### config.mk
export PLATFORM = sky130hd
export DESIGN_NAME = nco_poly
export DESIGN_NICKNAME = d
export VERILOG_FILES = /design/src/rtl/nco_poly.sv
export SDC_FILE = /design/constraint.sdc
export NUM_CORES = 1
export LEC_CHECK = 0
export BUFFER_PORTS_ARGS = -buffer_cell sky130_fd_sc_hd__buf_2
export CORE_MARGIN = 4
export CORE_UTILIZATION = 62
export CTS_CLUSTER_SIZE = 14
export DETAILED_ROUTE_END_ITERATION = 10
export PLACE_DENSITY = 0.91
export SLEW_MARGIN = 10
export SYNTH_ARGS = -nofsm -noshare
export SYNTH_HDL_FRONTEND = slang
export SYNTH_SLANG_ARGS = --single-unit
### constraint.sdc
create_clock -name i_clock -period 5.8 [get_ports i_clock]
set_clock_uncertainty 0.15 [all_clocks]
set_input_delay 0.87 -clock i_clock [delete_from_list [all_inputs] [get_ports i_clock]]
set_output_delay 0.87 -clock i_clock [all_outputs]
set_load 0.02 [all_outputs]
### src/rtl/nco_poly.sv
// Time-multiplexed polyphonic NCO: NUM_VOICES phase accumulators share one adder, serviced round-robin.
// Optional hard sync of masked voices to voice 0's wrap is enabled by defining NCO_POLY_HARD_SYNC_EN.
module nco_poly #(
    parameter int NUM_VOICES     = 4,
    parameter int FTW_WIDTH      = 26,
    parameter int ACC_WIDTH      = 32,
    parameter int ADDR_WIDTH     = 12,
    parameter int WAVE_SEL_WIDTH = 2,
    localparam int VIDX_WIDTH    = $clog2(NUM_VOICES),
    localparam int OUT_WIDTH     = VIDX_WIDTH + WAVE_SEL_WIDTH + ADDR_WIDTH
) (
    input  logic                      i_clock,
    input  logic                      i_reset_n,
    input  logic                      i_input_latch_write_enable,
    input  logic [VIDX_WIDTH-1:0]     i_write_voice,
    input  logic [FTW_WIDTH-1:0]      i_ftw,
    input  logic [WAVE_SEL_WIDTH-1:0] i_wave_sel,
    input  logic                      i_phase_reset,
`ifdef NCO_POLY_HARD_SYNC_EN
    input  logic [NUM_VOICES-1:0]     i_sync_mask,
`endif
    output logic [OUT_WIDTH-1:0]      o_waveram_address,
    output logic [VIDX_WIDTH-1:0]     o_voice,
    output logic                      o_valid,
    output logic                      o_wrap
);

    typedef struct packed {
        logic [FTW_WIDTH-1:0]      ftw;
        logic [WAVE_SEL_WIDTH-1:0] wave_sel;
    } voice_cfg_t;

    logic [VIDX_WIDTH-1:0] svc;
    logic [ACC_WIDTH-1:0]  acc    [NUM_VOICES];
    voice_cfg_t            shadow [NUM_VOICES];
    voice_cfg_t            active [NUM_VOICES];
    logic [NUM_VOICES-1:0] dirty;
    logic [NUM_VOICES-1:0] pending;

    voice_cfg_t            cfg;
    logic [ACC_WIDTH:0]    sum;
    logic [ACC_WIDTH-1:0]  acc_next;
    logic                  carry;
    logic [NUM_VOICES-1:0] svc_onehot;
    logic [NUM_VOICES-1:0] write_onehot;
    logic [NUM_VOICES-1:0] dirty_next;
    logic [NUM_VOICES-1:0] pending_next;
`ifdef NCO_POLY_HARD_SYNC_EN
    logic [NUM_VOICES-1:0] sync_set;
`endif

    always_comb begin
        // NOTE: every signal driven here gets a default first, so no path can infer a latch.
        svc_onehot        = '0;
        svc_onehot[svc]   = 1'b1;
        write_onehot      = '0;
        if (i_input_latch_write_enable)
            write_onehot[i_write_voice] = 1'b1;

        // A voice with an uncommitted shadow write takes the shadow; otherwise its committed copy.
        cfg = dirty[svc] ? shadow[svc] : active[svc];
        sum = {1'b0, acc[svc]} + (ACC_WIDTH+1)'(cfg.ftw);

        if (pending[svc]) begin
            acc_next = '0;
            carry    = 1'b0;
        end else begin
            acc_next = sum[ACC_WIDTH-1:0];
            carry    = sum[ACC_WIDTH];
        end

        // Host writes are ORed in after the service clear, so a same-edge write survives.
        dirty_next = (dirty & ~svc_onehot) | write_onehot;
`ifdef NCO_POLY_HARD_SYNC_EN
        sync_set = '0;
        if (svc == '0 && carry) begin
            sync_set    = i_sync_mask;
            sync_set[0] = 1'b0;
        end
        pending_next = (pending & ~svc_onehot) | sync_set
                     | (i_phase_reset ? write_onehot : '0);
`else
        pending_next = (pending & ~svc_onehot)
                     | (i_phase_reset ? write_onehot : '0);
`endif
    end

    always_ff @(posedge i_clock or negedge i_reset_n) begin
        if (!i_reset_n) begin
            // NOTE: per-voice state lives in flops, not RAM, so every entry is cleared in reset.
            for (int v = 0; v < NUM_VOICES; v++) begin
                acc[v]    <= '0;
                shadow[v] <= '0;
                active[v] <= '0;
            end
            dirty             <= '0;
            pending           <= '0;
            svc               <= '0;
            o_waveram_address <= '0;
            o_voice           <= '0;
            o_valid           <= 1'b0;
            o_wrap            <= 1'b0;
        end else begin
            // NOTE: non-blocking updates, so all reads this edge see pre-edge state.
            svc         <= svc + 1'b1;
            acc[svc]    <= acc_next;
            active[svc] <= cfg;
            if (i_input_latch_write_enable)
                shadow[i_write_voice] <= {i_ftw, i_wave_sel};
            dirty   <= dirty_next;
            pending <= pending_next;

            o_waveram_address <= {svc, cfg.wave_sel, acc_next[ACC_WIDTH-1 -: ADDR_WIDTH]};
            o_voice           <= svc;
            o_valid           <= 1'b1;
            o_wrap            <= carry;
        end
    end

endmodule

==> metrics.txt <==
run status=finished clean; register bit total from synthesis=380; Synth area leader=dfrtp_1; Final ANT Viol Nets=0; fin crit share=0.9328; worst path arrival time=between 5 and 6 ns; share of cells above drive strength 1=0.3087; worst hold path type=in2async; Syn-to-layout area delta=10.72%; Synth warnings=0; sequential fraction of the synthesis area=0.5291; CP cell instances=mux4_4 -> buf_4 -> mux4_2 -> mux2i_1 -> inv_1 -> ha_1 -> a21oi_1 -> nand2_1 -> o2111ai_1 -> a211oi_1 -> o31ai_2 -> o21ai_1 -> xnor2_1 -> o2bb2ai_1; slowest cell delay on critical path=roughly 0.96 ns; kind of critical path=reg2reg; row count=62; core area=between 20,000 and 30,000 µm²; Pins Over Slew Limit=0; clk root buf=clkbuf_16; worst path bufs/invs=2; DR pass1 iterations=5; Worst-path clk slew=0.06 ns; most common cell after layout, fill and taps aside=dfrtp_1; minimum clock period=5.410 ns; TNS Setup=0 ns; CTS Sinks=380; Setup WS post-layout=0.3897 ns; Sw Pwr=between 3 and 4 mW; RSZ-0062 raised after global routing=no; Fin. Hold Viols=0; first-pass GRT wire length=70,760 µm; reg-to-reg endpoint=acc[121]; Total Routing Usage GR=0.2812; Die X-Extent=178.3 µm; Final Wtd Congestion=0.9322; wire length on met1=16,780 µm; number of synthesized flops with an enable pin=0; Setup crit end kind=flip-flop; largest net degree at the start of global routing=126; DR DRC count=0; leakage=between 8 and 9 nW; I/O pins=54; ys async rst share=1.000; Synth Cell Area=between 15,000 and 20,000 µm²; most frequent cells in the layout=dfrtp_1, mux2_2, a21oi_1, nor2_1, mux4_2; Worst setup SP type=flip-flop; die area=31,770 µm²; met2 wire len=between 20,000 and 25,000 µm; Max Cap Viol=0; final net count=1,497; Logic pwr share=0.343; Top Layer Used=met4; Clock Path Buffers=3; via count=12,250; number of global-route vias before repair=13,020; Max Fclk=0.1848 GHz; DRT iter0 DRCs=1,232; CTS tree=yes; post-place setup slack=0.3522 ns; Overflow after GRT=0; final setup vio count=0; Die H=between 150 and 200 µm; slowest CP cell=mux4_4; pwr dens=between 400 and 500 nW/µm²; top-area cell type share of the netlist area=0.5291; post-synth cell types=69; postcts setup bufs=0; Slew headroom=0.2737; Num CTS Buffers=38; WL/cell=23.66 µm; CP required=about 6.0 ns; clk_lat worst skew=approximately 0.53 ns; PortBufs=53; Seq pwr share=0.400; drt via density=6.638; worst r2r src=svc[0]; initial antenna violation count=0; dominant synthesized flop cell=dfrtp_1; internal power=6.492 mW; Post-Syn Instances=between 1,000 and 1,500; Slew @ Worst Pin=1.090 ns; routed wl met3=approximately 3300 µm; DP Wirelength=25,920 µm; H-tree lvl count=2; Syn Nets=between 1,000 and 1,500; CP delay by family, top=multiplexers; CP max FO=37; Detailed Route WL=43,680 µm; sw frac=0.3418; path depth of the worst reg2reg path=14; initial core utilization=0.6278; largest cells by area after synthesis=dfrtp_1, mux2_2, mux4_2; syn_area_per_cell=12.77 µm²; FF-to-FF setup slack=0.39 ns; Clock power frac=0.257; VDD IR max=0.4132 mV
kinds of logic after synthesis:
group,Yosys count,share of synthesized area
flip-flops,380,0.5291
multiplexers,315,0.2513
AND/OR/NAND/NOR,265,0.06593
AO/OA/AOI/OAI,258,0.09107
buffers and inverters,138,0.03070
adder cells (fa/ha/maj),31,0.02200
XOR/XNOR,19,0.009678
other,1,0.0002087
state kept, by name, indices dropped and copies added (netlist names):
| name | count |
|---|---|
| o_voice | 2 |
| o_waveram_address | 14 |
| pending | 4 |
| svc | 2 |
| acc | 128 |
| active | 112 |
| dirty | 4 |
| shadow | 112 |
| o_wrap | 1 |
| o_valid | 1 |
cells in the mapped netlist, types with 3 or more instances:
cell type and count:
mux4_2 87, inv_1 51, a31o_2 8, nand2b_1 3, nor3_1 19, or3_1 3, dfrtp_1 380, o21ai_0 24
and2_1 5, clkbuf_1 62, o32ai_1 4, ha_1 30, mux2i_1 33, xnor2_1 13, nor2b_1 13, a211oi_1 4
mux2_2 193, o2bb2ai_1 22, and3_1 4, a21oi_2 5, xor2_1 5, buf_2 15, a21o_1 9, o21a_1 5
a21oi_1 144, nand2_1 46, nor2_1 142, nand3_1 9, o31ai_1 5, nand4_1 5, o21bai_1 5, buf_1 7
metrics by stage:
stage	utilization	cell area, µm²	total power, mW	hold slack, ns	std cells
5_1_grt	0.6950	19900	10.34	0.2594	1845
4_1_cts	0.6949	19890	9.810	0.2357	1845
6_report	0.6951	19900	9.863	0.1968	1846
3_5_place_dp	0.6500	18610	7.185	0.3133	1776
2_1_floorplan	-	17970	6.279	0.2677	1407
3_3_place_gp	0.6500	18610	6.935	0.3053	1776
metal layers:
layer	GRT usage	up-vias
li1	-	5139
met5	0	-
met2	0.4769	671
met1	0.3739	6307
met4	0.08826	0
met3	0.05235	136
power groups by stage:
stage	sequential [mW]	combinational (mW)	clock, mW
6_report	3.94	3.39	2.53
5_1_grt	4.02	3.67	2.66
4_1_cts	3.93	3.34	2.54
3_5_place_dp	3.94	3.25	0
3_3_place_gp	3.86	3.08	0
2_1_floorplan	3.81	2.47	0
cell type report:
cell class                 instances  area, µm²
sequential                       380       9514
fill                            1746       8727
multi-input combinational        889       7968
clock buffer                      57       1132
tap                              384      480.5
timing repair buffer              72      455.4
inverter                          51      191.4
clock inverter                    12      153.9
antenna                            1      2.502
worst max path at each step:
stage | from | to | slack, ns | depth (start not counted)
after global placement | svc[0] | acc[89] | 0.55 | 14
after floorplan | svc[0] | acc[118] | 1.45 | 16
final | svc[0] | acc[121] | 0.39 | 14
after CTS | svc[0] | acc[121] | 0.19 | 14
after detailed placement | svc[0] | acc[121] | 0.35 | 14
after global routing | svc[0] | acc[25] | 0.19 | 14
repair_timing:
item	in CTS	in global routing
hold buffers	0	0
setup endpoints to repair	0	12
resized for setup	0	1
Note: power is estimated with default switching activity, not from simulation.
